<file path="config.mk">
export PLATFORM = sky130hd
export DESIGN_NAME = audio_pwm_out
export DESIGN_NICKNAME = d
export VERILOG_FILES = /design/src/rtl/audio_pwm_out.sv
export SDC_FILE = /design/constraint.sdc
export NUM_CORES = 1
export LEC_CHECK = 0
export BUFFER_PORTS_ARGS = -buffer_cell sky130_fd_sc_hd__buf_4
export CORE_MARGIN = 10
export CORE_UTILIZATION = 63
export CTS_CLUSTER_SIZE = 10
export DETAILED_ROUTE_END_ITERATION = 6
export GPL_ROUTABILITY_DRIVEN = 0
export PLACE_DENSITY = 0.82
export RECOVER_POWER = 50
export SLEW_MARGIN = 10
export SYNTH_ARGS = -nofsm -noshare
export SYNTH_HDL_FRONTEND = slang
export SYNTH_SLANG_ARGS = --single-unit
export TNS_END_PERCENT = 100
</file>
<file path="constraint.sdc">
create_clock -name clk -period 8.2 [get_ports clk]
set_input_delay 0.41 -clock clk [delete_from_list [all_inputs] [get_ports clk]]
set_output_delay 0.41 -clock clk [all_outputs]
set_load 0.02 [all_outputs]
</file>
<file path="src/rtl/audio_pwm_out.sv">
// audio_pwm_out: output stage after the voice mixer.
// Double-buffers the mixed sample, applies a soft-mute gain ramp and drives
// a 1-bit PWM pin (period 2^W clocks). Sample, gain and duty only change at
// the period boundary (cnt == 2^W-1) so the RC filter never sees a torn period.
// Optional build macro: AUDIO_DITHER_EN adds an LFSR dither term to the
// duty rounding; without it the scaled duty is plainly truncated.
module audio_pwm_out #(
    parameter int W         = 10,
    parameter int RAMP_DIV  = 16,
    parameter int GAIN_BITS = 7
) (
    input  logic                 clk,
    input  logic                 rst,
    input  logic                 sample_valid,
    input  logic [W-1:0]         sample_in,
    input  logic                 mute,
    output logic                 pwm_out,
    output logic                 overrun,
    output logic [GAIN_BITS-1:0] gain,
    output logic                 playing
);

    localparam logic [W-1:0]         CNT_MAX    = '1;
    localparam logic [GAIN_BITS-1:0] GAIN_UNITY = GAIN_BITS'(1 << (GAIN_BITS - 1));
    localparam int                   RW         = (RAMP_DIV > 1) ? $clog2(RAMP_DIV) : 1;
    localparam logic [RW-1:0]        RAMP_LAST  = RW'((RAMP_DIV > 1) ? RAMP_DIV - 1 : 0);
    // Wide enough for the full product plus the dither term without overflow.
    localparam int                   PW         = W + GAIN_BITS + 1;

    typedef enum logic [1:0] {
        ST_MUTED,
        ST_FADE_IN,
        ST_PLAY,
        ST_FADE_OUT
    } state_t;

    logic [W-1:0]         cnt_q, cnt_d;
    logic [W-1:0]         hold_q, hold_d;
    logic                 pending_q, pending_d;
    logic [W-1:0]         duty_q, duty_d;
    logic [RW-1:0]        ramp_q, ramp_d;
    logic [GAIN_BITS-1:0] gain_q, gain_d;
    state_t               state_q, state_d;
    logic                 pwm_q, pwm_d;
    logic                 overrun_q, overrun_d;
    logic                 playing_q, playing_d;

    logic                 boundary;
    logic [W-1:0]         src;
    logic [PW-1:0]        prod;
    logic [PW-1:0]        sum;
    logic [PW-1:0]        scaled;
    logic [W-1:0]         duty_calc;

`ifdef AUDIO_DITHER_EN
    logic [15:0]          lfsr_q, lfsr_d;

    // Galois LFSR (taps 16,14,13,11) stepping once per PWM period.
    always_comb begin
        lfsr_d = lfsr_q;
        if (boundary) begin
            lfsr_d = {1'b0, lfsr_q[15:1]} ^ (lfsr_q[0] ? 16'hB400 : 16'h0000);
        end
    end
`endif

    // Scaled duty for the sample chosen at this boundary, saturated to full scale.
    always_comb begin
        src  = sample_valid ? sample_in : hold_q;
        prod = PW'(src) * PW'(gain_q);
`ifdef AUDIO_DITHER_EN
        sum  = prod + PW'(lfsr_q[GAIN_BITS-2:0]);
`else
        sum  = prod;
`endif
        scaled = sum >> (GAIN_BITS - 1);
        if (scaled > PW'(CNT_MAX)) begin
            duty_calc = CNT_MAX;
        end else begin
            duty_calc = scaled[W-1:0];
        end
    end

    // Next-state logic: hold buffer, boundary updates and the gain ramp FSM.
    always_comb begin
        boundary  = (cnt_q == CNT_MAX);
        cnt_d     = cnt_q + 1'b1;
        hold_d    = hold_q;
        pending_d = pending_q;
        overrun_d = 1'b0;
        duty_d    = duty_q;
        ramp_d    = ramp_q;
        gain_d    = gain_q;
        state_d   = state_q;

        if (boundary) begin
            // A strobe landing exactly here is consumed directly, never flagged.
            hold_d    = src;
            pending_d = 1'b0;
            duty_d    = duty_calc;

            // Gain steps use the pre-step gain; the new gain shows up next period.
            case (state_q)
                ST_MUTED: begin
                    gain_d = '0;
                    if (!mute) begin
                        state_d = ST_FADE_IN;
                        ramp_d  = '0;
                    end
                end
                ST_FADE_IN: begin
                    if (mute) begin
                        state_d = ST_FADE_OUT;
                        ramp_d  = '0;
                    end else if (gain_q >= GAIN_UNITY) begin
                        // Reversal right after leaving PLAY: already at unity.
                        gain_d  = GAIN_UNITY;
                        state_d = ST_PLAY;
                        ramp_d  = '0;
                    end else if (ramp_q == RAMP_LAST) begin
                        ramp_d = '0;
                        gain_d = gain_q + 1'b1;
                        if (gain_q + 1'b1 == GAIN_UNITY) begin
                            state_d = ST_PLAY;
                        end
                    end else begin
                        ramp_d = ramp_q + 1'b1;
                    end
                end
                ST_PLAY: begin
                    gain_d = GAIN_UNITY;
                    if (mute) begin
                        state_d = ST_FADE_OUT;
                        ramp_d  = '0;
                    end
                end
                ST_FADE_OUT: begin
                    if (!mute) begin
                        state_d = ST_FADE_IN;
                        ramp_d  = '0;
                    end else if (gain_q == '0) begin
                        // Reversal right after leaving MUTED: already silent.
                        state_d = ST_MUTED;
                        ramp_d  = '0;
                    end else if (ramp_q == RAMP_LAST) begin
                        ramp_d = '0;
                        gain_d = gain_q - 1'b1;
                        if (gain_q == GAIN_BITS'(1)) begin
                            state_d = ST_MUTED;
                        end
                    end else begin
                        ramp_d = ramp_q + 1'b1;
                    end
                end
                default: begin
                    state_d = ST_MUTED;
                    gain_d  = '0;
                    ramp_d  = '0;
                end
            endcase
        end else if (sample_valid) begin
            hold_d    = sample_in;
            pending_d = 1'b1;
            overrun_d = pending_q;
        end

        pwm_d     = (cnt_d < duty_d);
        playing_d = (state_d == ST_PLAY);
    end

    // State registers; reset forces silence immediately, independent of clk.
    always_ff @(posedge clk or negedge rst) begin
        if (!rst) begin
            cnt_q     <= '0;
            hold_q    <= '0;
            pending_q <= 1'b0;
            duty_q    <= '0;
            ramp_q    <= '0;
            gain_q    <= '0;
            state_q   <= ST_MUTED;
            pwm_q     <= 1'b0;
            overrun_q <= 1'b0;
            playing_q <= 1'b0;
`ifdef AUDIO_DITHER_EN
            lfsr_q    <= 16'hACE1;
`endif
        end else begin
            cnt_q     <= cnt_d;
            hold_q    <= hold_d;
            pending_q <= pending_d;
            duty_q    <= duty_d;
            ramp_q    <= ramp_d;
            gain_q    <= gain_d;
            state_q   <= state_d;
            pwm_q     <= pwm_d;
            overrun_q <= overrun_d;
            playing_q <= playing_d;
`ifdef AUDIO_DITHER_EN
            lfsr_q    <= lfsr_d;
`endif
        end
    end

    assign pwm_out = pwm_q;
    assign overrun = overrun_q;
    assign gain    = gain_q;
    assign playing = playing_q;

endmodule

</file>
==> results of run 1 <==
==> synth_stat cells, types with 2 or more instances <==
cell type / count / area (sq um)
clkbuf_1: 18 / 67.6
nor3_1: 6 / 30.0
inv_1: 56 / 210
and4_1: 5 / 43.8
ha_1: 48 / 601
a21oi_1: 29 / 145
buf_2: 5 / 25.0
fa_1: 38 / 761
o22a_1: 9 / 78.8
and2_1: 15 / 93.8
a21o_1: 3 / 22.5
a22o_1: 2 / 17.5
and3_1: 7 / 43.8
mux2i_1: 10 / 100
dfrtp_1: 47 / 1180
o22ai_1: 10 / 62.6
a41oi_1: 3 / 26.3
nor4_1: 4 / 25.0
nand2_1: 39 / 146
o211ai_1: 4 / 30.0
a31oi_1: 7 / 43.8
o31ai_1: 8 / 60.1
o21ai_0: 22 / 110
o21a_1: 5 / 37.5
nand4_1: 6 / 37.5
xnor2_1: 12 / 105
xor2_1: 6 / 52.6
nor2_1: 52 / 195
nand3_1: 14 / 70.1
nor2b_1: 19 / 119
==> cells by family (layout without fill, tap and decap cells) <==
group	count (synthesis)	in the layout
XOR/XNOR	18	18
AND/OR/NAND/NOR	175	175
buffers and inverters	83	90
adder cells (fa/ha/maj)	86	86
flip-flops	47	47
AO/OA/AOI/OAI	120	120
multiplexers	11	11
==> final timing paths <==
path / to / cells after the start / start
max reg2reg: pwm_out$_DFF_PN0_ / 24 / hold_q[2]$_DFF_PN0_
max: pwm_out$_DFF_PN0_ / 25 / sample_valid
max in group asynchronous: cnt_q[9]$_DFF_PN0_ / 1 / rst
min: state_q[0]$_DFF_PN0_ / 3 / mute
min in group asynchronous: hold_q[4]$_DFF_PN0_ / 1 / rst
min reg2reg: ramp_q[3]$_DFFE_PN0P_ / 1 / ramp_q[3]$_DFFE_PN0P_
==> power groups by stage <==
stage / Sequential [mW] / Combinational [mW] / Clock [mW]
floorplan: 0.243 / 0.0145 / 0
global placement: 0.243 / 0.0290 / 0
detailed placement: 0.243 / 0.0307 / 0
CTS: 0.238 / 0.0308 / 0.188
global route: 0.239 / 0.0331 / 0.197
finish: 0.238 / 0.0304 / 0.183
==> metrics by stage <==
| stage | instances | hold WS [ns] | instance area (sq um) |
|---|---|---|---|
| after CTS | 646 | 0.108 | 5130 |
| after detailed placement | 638 | 0.455 | 5020 |
| after global routing | 646 | 0.500 | 5130 |
| after global placement | 638 | 0.448 | 5020 |
| final | 646 | 0.476 | 5130 |
| after floorplan | 540 | 0.114 | 4820 |
==> cell type report <==
| class | instances | area share, % |
|---|---|---|
| multi-input combinational | 410 | 64.8 |
| clock buffer | 5 | 1.34 |
| timing repair buffer | 24 | 3.37 |
| inverter | 58 | 4.25 |
| tap | 99 | 2.42 |
| clock inverter | 3 | 0.903 |
| sequential | 47 | 22.9 |
==> sequential cells by signal (all words and copies together) (netlist names) <==
| register | cells |
|---|---|
| pwm_out | 1 |
| ramp_q | 4 |
| hold_q | 10 |
| gain | 7 |
| overrun | 1 |
| duty_q | 10 |
| cnt_q | 10 |
| pending_q | 1 |
| playing | 1 |
| state_q | 2 |
==> routing by layer <==
metal  GRT usage (%)  vias to the layer above  wire length (microns)
met5               0                        -                      0
li1                -                     1880                      -
met1            26.3                     1866                   4550
met3            4.01                       31                   1020
met4            6.01                        0                    223
met2            31.7                      214                   5240
==> tightest hold or removal path: stages <==
cell       delay (ns)
buf_4            0.13
a2111oi_2        0.06
nor3_1           0.13
==> results.sh, run 1 <==
export IMPL_clk_pin_slew_ns=0.09
export IMPL_antenna_found_initial=0
export IMPL_ios=24
export IMPL_hold_class="input port to flop"
export IMPL_p_int_mw=0.337
export IMPL_grt_total_usage_pct=19.8
export IMPL_p_sw_share_pct=25.5
export IMPL_synth_xor_area_share_pct=3.27
export IMPL_utilization_pct=69.9
export IMPL_final_max_slew_viol_count=48
export IMPL_diodes=0
export IMPL_p_leak_nw=2.58
export IMPL_critPathBufInv=5
export IMPL_io_buffers=23
export IMPL_setup_tns_ns=0
export IMPL_fp_dieH_microns=107
export IMPL_fin_total_pwr_mw=0.452
export IMPL_crit_path_max_incr_delay_ns=0.73
export IMPL_totalWireLength_mm=11.0
export IMPL_cts_hold_buf=0
export IMPL_cts_buffer_depth=2
export IMPL_core_area_sq_um=7330
export IMPL_cp_arrival_ns=7.42
export IMPL_async_flop_share_pct=100
export IMPL_clock_sinks=47
export IMPL_avgSynthCellArea_sq_um=8.93
export IMPL_start_util_pct=65.8
export IMPL_finalHoldViolations=0
export IMPL_htree_levels=2
export IMPL_synthCells=540
export IMPL_synth_adder_area_share_pct=28.2
export IMPL_dr_first_iter_drc_count=287
export IMPL_grt_max_degree=48
export IMPL_placementRows=31
export IMPL_vias_per_cell=6.18
export IMPL_setup_viol=0
export IMPL_first_pass_iters=5
export IMPL_grt_pass1_vias=3807
export IMPL_fin_nets=646
export IMPL_cp_top_family="adder cells"
export IMPL_drive_above_1_share_pct=7.31
export IMPL_outcome="finished, violations left"
export IMPL_antenna_left=0
export IMPL_fin_skew_ns=0.0120
export IMPL_fmax_mhz=139
export IMPL_tightest_slew_ns=2.48
export IMPL_r2r_slack_ns=1.51
export IMPL_seq_area_frac_synth_pct=24.4
export IMPL_fillerInstances=562
export IMPL_vdd_drop_max_mv=0.0810
export IMPL_seqCellArea_sq_um=1180
export IMPL_synth_fp_nets=640
export IMPL_setup_ws_ns=1.02
export IMPL_pre_cts_ws_ns=1.30
export IMPL_netlist_area_sq_um=4820
export IMPL_min_period_ns=7.18
export IMPL_wl_per_cell_microns=17.1
export IMPL_synthMuxAreaShare_pct=2.31
export IMPL_cts_resized=0
export IMPL_drv_cap=1
export IMPL_seqPwrFrac_pct=52.7
export IMPL_power_density_nw_per_um2=88.2
export IMPL_path_class="input port to flop"
export IMPL_synth_compound_area_share_pct=16.7
export IMPL_failed_checks="capacitance limit, slew limit"
export IMPL_cts_buffers=5
export IMPL_ys_types=61
export IMPL_path_max_fanout=12
export IMPL_dpl_hpwl_mm=8.50
export IMPL_multi_input_area_sq_um=3320
export IMPL_die_w_microns=107
export IMPL_drc=0
export IMPL_p_switching_mw=0.115
export IMPL_grt_pass1_wl_mm=18.7
export IMPL_start_kind="input port"
export IMPL_slowest_stage="mux2i_1"
export IMPL_clock_root_buffer="clkbuf_8"
export IMPL_cp_end_kind="flop"
export IMPL_synth_simple_area_share_pct=18.3
export IMPL_area_growth_pct=6.31
export IMPL_ys_flop_type="dfrtp_1"
export IMPL_fin_crit_sh_pct=87.6
export IMPL_layout_common_cells="56 x inv_1, 52 x nor2_1, 48 x ha_1"
export IMPL_grt_ovfl_total=0
export IMPL_clk_latency_ns=0.32
export IMPL_post_cts_buffers=0
export IMPL_synth_edf_count=0
export IMPL_slew_headroom_pct=-65.0
export IMPL_power_frac_clock_pct=40.6
export IMPL_synth_warnings=0
export IMPL_crit_required_ns=8.44
export IMPL_rsz0062_at_grt="false"
export IMPL_synth_top_family_by_area="adder cells"
export IMPL_cts_tree="yes"
export IMPL_comb_power_share_pct=6.7
export IMPL_synth_seq_cells=47
export IMPL_vias=3991
export IMPL_layout_cells_most_common="inv_1"
export IMPL_die_area_sq_um=11600
Power figures use the tool's default switching activity.
==> run 2: changes to the inputs <==
BUFFER_PORTS_ARGS = -buffer_cell sky130_fd_sc_hd__buf_2   (was -buffer_cell sky130_fd_sc_hd__buf_4)
clock period = 7.8 ns   (was 8.2 ns; I/O delays follow)
==> run 2 against run 1 <==
Effect of this change:
- the flow still finishes with violations (capacitance limit, slew limit)
- sequential power rose by 5%
- count of clock-buffer cells in the layout rose by 1
- total power rose by 6.1%
- register-to-register slack got worse by 0.37 ns
- sequential share of layout area rose by 0.20 points
- setup slack got worse by 0.0080 ns
- critical path depth did not move
- clock power rose by 9%
- die area did not move
- sequential cell count did not move
- worst hold slack barely moved
- critical path type unchanged
- critical endpoint unchanged
- largest cell class unchanged
- largest power group unchanged
==> results.sh, run 2 (synthesized netlist as in run 1, its figures left out) <==
export IMPL_vdd_drop_max_mv=0.0653
export IMPL_fmax_mhz=147
export IMPL_core_area_sq_um=7330
export IMPL_cts_hold_buf=0
export IMPL_crit_required_ns=8.03
export IMPL_wl_per_cell_microns=16.9
export IMPL_placementRows=31
export IMPL_p_switching_mw=0.118
export IMPL_path_max_fanout=12
export IMPL_totalWireLength_mm=10.9
export IMPL_dpl_hpwl_mm=8.46
export IMPL_drv_cap=1
export IMPL_grt_total_usage_pct=20.3
export IMPL_reg_top3="cnt_q x10, duty_q x10, hold_q x10"
export IMPL_cts_buffer_depth=2
export IMPL_clock_root_buffer="clkbuf_8"
export IMPL_failed_checks="capacitance limit, slew limit"
export IMPL_first_pass_iters=4
export IMPL_fin_skew_ns=0.0124
export IMPL_drc=0
export IMPL_hold_class="input port to flop"
export IMPL_clock_sinks=47
export IMPL_slew_headroom_pct=-65.1
export IMPL_clk_latency_ns=0.31
export IMPL_setup_viol=0
export IMPL_reg2reg_depth=24
export IMPL_seqPwrFrac_pct=52.2
export IMPL_grt_ovfl_total=0
export IMPL_ios=24
export IMPL_finalHoldViolations=0
export IMPL_fin_nets=646
export IMPL_layout_common_cells="56 x inv_1, 52 x nor2_1, 48 x ha_1"
export IMPL_post_cts_buffers=0
export IMPL_p_int_mw=0.361
export IMPL_cts_tree="yes"
export IMPL_cp_end_kind="flop"
export IMPL_fillerInstances=546
export IMPL_rr_startpoint="hold_q[1]$_DFF_PN0_"
export IMPL_r2r_slack_ns=1.14
export IMPL_fin_crit_sh_pct=87.1
export IMPL_tightest_slew_ns=2.48
export IMPL_start_kind="input port"
export IMPL_grt_pass1_wl_mm=19.4
export IMPL_reg2reg_to="pwm_out$_DFF_PN0_"
export IMPL_die_area_sq_um=11600
export IMPL_comb_power_share_pct=6.1
export IMPL_final_max_slew_viol_count=48
export IMPL_io_buffers=23
export IMPL_antenna_found_initial=0
export IMPL_drive_above_1_share_pct=7.50
export IMPL_start_util_pct=65.8
export IMPL_vias_per_cell=6.10
export IMPL_antenna_left=0
export IMPL_power_density_nw_per_um2=94.4
export IMPL_layout_cells_most_common="inv_1"
export IMPL_clk_pin_slew_ns=0.10
export IMPL_cp_arrival_ns=7.03
export IMPL_grt_pass1_vias=4054
export IMPL_vias=3942
export IMPL_outcome="finished, violations left"
export IMPL_critPathCapture="pwm_out$_DFF_PN0_"
export IMPL_htree_levels=2
export IMPL_cts_buffers=5
export IMPL_p_leak_nw=2.58
export IMPL_area_growth_pct=5.37
export IMPL_dr_first_iter_drc_count=220
export IMPL_startpoint="sample_valid"
export IMPL_die_w_microns=107
export IMPL_diodes=0
export IMPL_grt_max_degree=48
export IMPL_p_sw_share_pct=24.6
export IMPL_setup_tns_ns=0
export IMPL_power_frac_clock_pct=41.7
export IMPL_fp_dieH_microns=107
export IMPL_rsz0062_at_grt="false"
export IMPL_min_period_ns=6.79
export IMPL_cts_resized=0
export IMPL_fin_total_pwr_mw=0.480
export IMPL_path_class="input port to flop"
run 2: cell types whose count changed in the layout (fill, tap and decap cells not counted), sizes merged:
| cell | change |
|---|---|
| clkinvlp | -1 |
| buf | +1 |
run 2: final cells by class:
| class | instances | area, sq um | area share (%) |
|---|---|---|---|
| Multi-Input combinational cell | 410 | 3320 | 65.4 |
| Clock inverter | 2 | 38.8 | 0.763 |
| Tap cell | 99 | 124 | 2.44 |
| Timing Repair Buffer | 24 | 121 | 2.39 |
| Inverter | 58 | 218 | 4.28 |
| Sequential cell | 47 | 1180 | 23.1 |
| Clock buffer | 6 | 82.6 | 1.63 |
run 2: layer usage:
layer / GRT usage (%) / vias up / wire length, microns
li1: - / 1882 / -
met1: 26.5 / 1936 / 4760
met2: 33.8 / 108 / 5330
met3: 3.35 / 16 / 654
met4: 5.73 / 0 / 161
met5: 0 / - / 0
run 2: through the flow:
step	setup slack (ns)	utilization [%]	instances	hold slack, ns	cell area (sq um)
floorplan	1.23	-	540	0.0944	4820
detailed placement	0.824	67.7	638	0.483	4960
global route	0.376	69.3	646	0.503	5080
CTS	1.11	69.3	646	0.293	5080
global placement	1.07	67.7	638	0.461	4960
finish	1.01	69.3	646	0.476	5080
run 2: how the worst min path moves through the flow:
stage | from | end | slack [ns] | cells past startpoint
finish | sample_in[8] | hold_q[8]$_DFF_PN0_ | 0.48 | 3
global route | sample_in[3] | hold_q[3]$_DFF_PN0_ | 0.50 | 3
CTS | rst | hold_q[7]$_DFF_PN0_ | 0.29 | 1
detailed placement | ramp_q[3]$_DFFE_PN0P_ | ramp_q[3]$_DFFE_PN0P_ | 0.48 | 1
global placement | ramp_q[3]$_DFFE_PN0P_ | ramp_q[3]$_DFFE_PN0P_ | 0.46 | 1
floorplan | rst | cnt_q[0]$_DFF_PN0_ | 0.09 | 0
run 2: worst max-delay path: stages:
cell and delay [ns]:
buf_2 0.29, mux2i_1 0.64, inv_1 0.12, nand2_1 0.12, fa_1 0.45, fa_1 0.55
inv_1 0.06, fa_1 0.54, inv_1 0.06, fa_1 0.54, inv_1 0.04, ha_1 0.37
o211ai_1 0.14, nor4_1 0.49, nor2_1 0.22, o31ai_1 0.34, xor2_1 0.22, o22ai_1 0.10
ha_1 0.34, a21oi_1 0.20, nand2_1 0.07, o21ai_0 0.08, a31oi_1 0.07, a2111oi_0 0.43
o2bb2ai_1 0.16
run 2: power groups by stage:
stage / sequential [mW] / combinational, mW / clock [mW]
floorplan: 0.255 / 0.0153 / 0
global placement: 0.255 / 0.0281 / 0
CTS: 0.251 / 0.0297 / 0.205
finish: 0.250 / 0.0295 / 0.200
global route: 0.251 / 0.0331 / 0.213
detailed placement: 0.255 / 0.0297 / 0
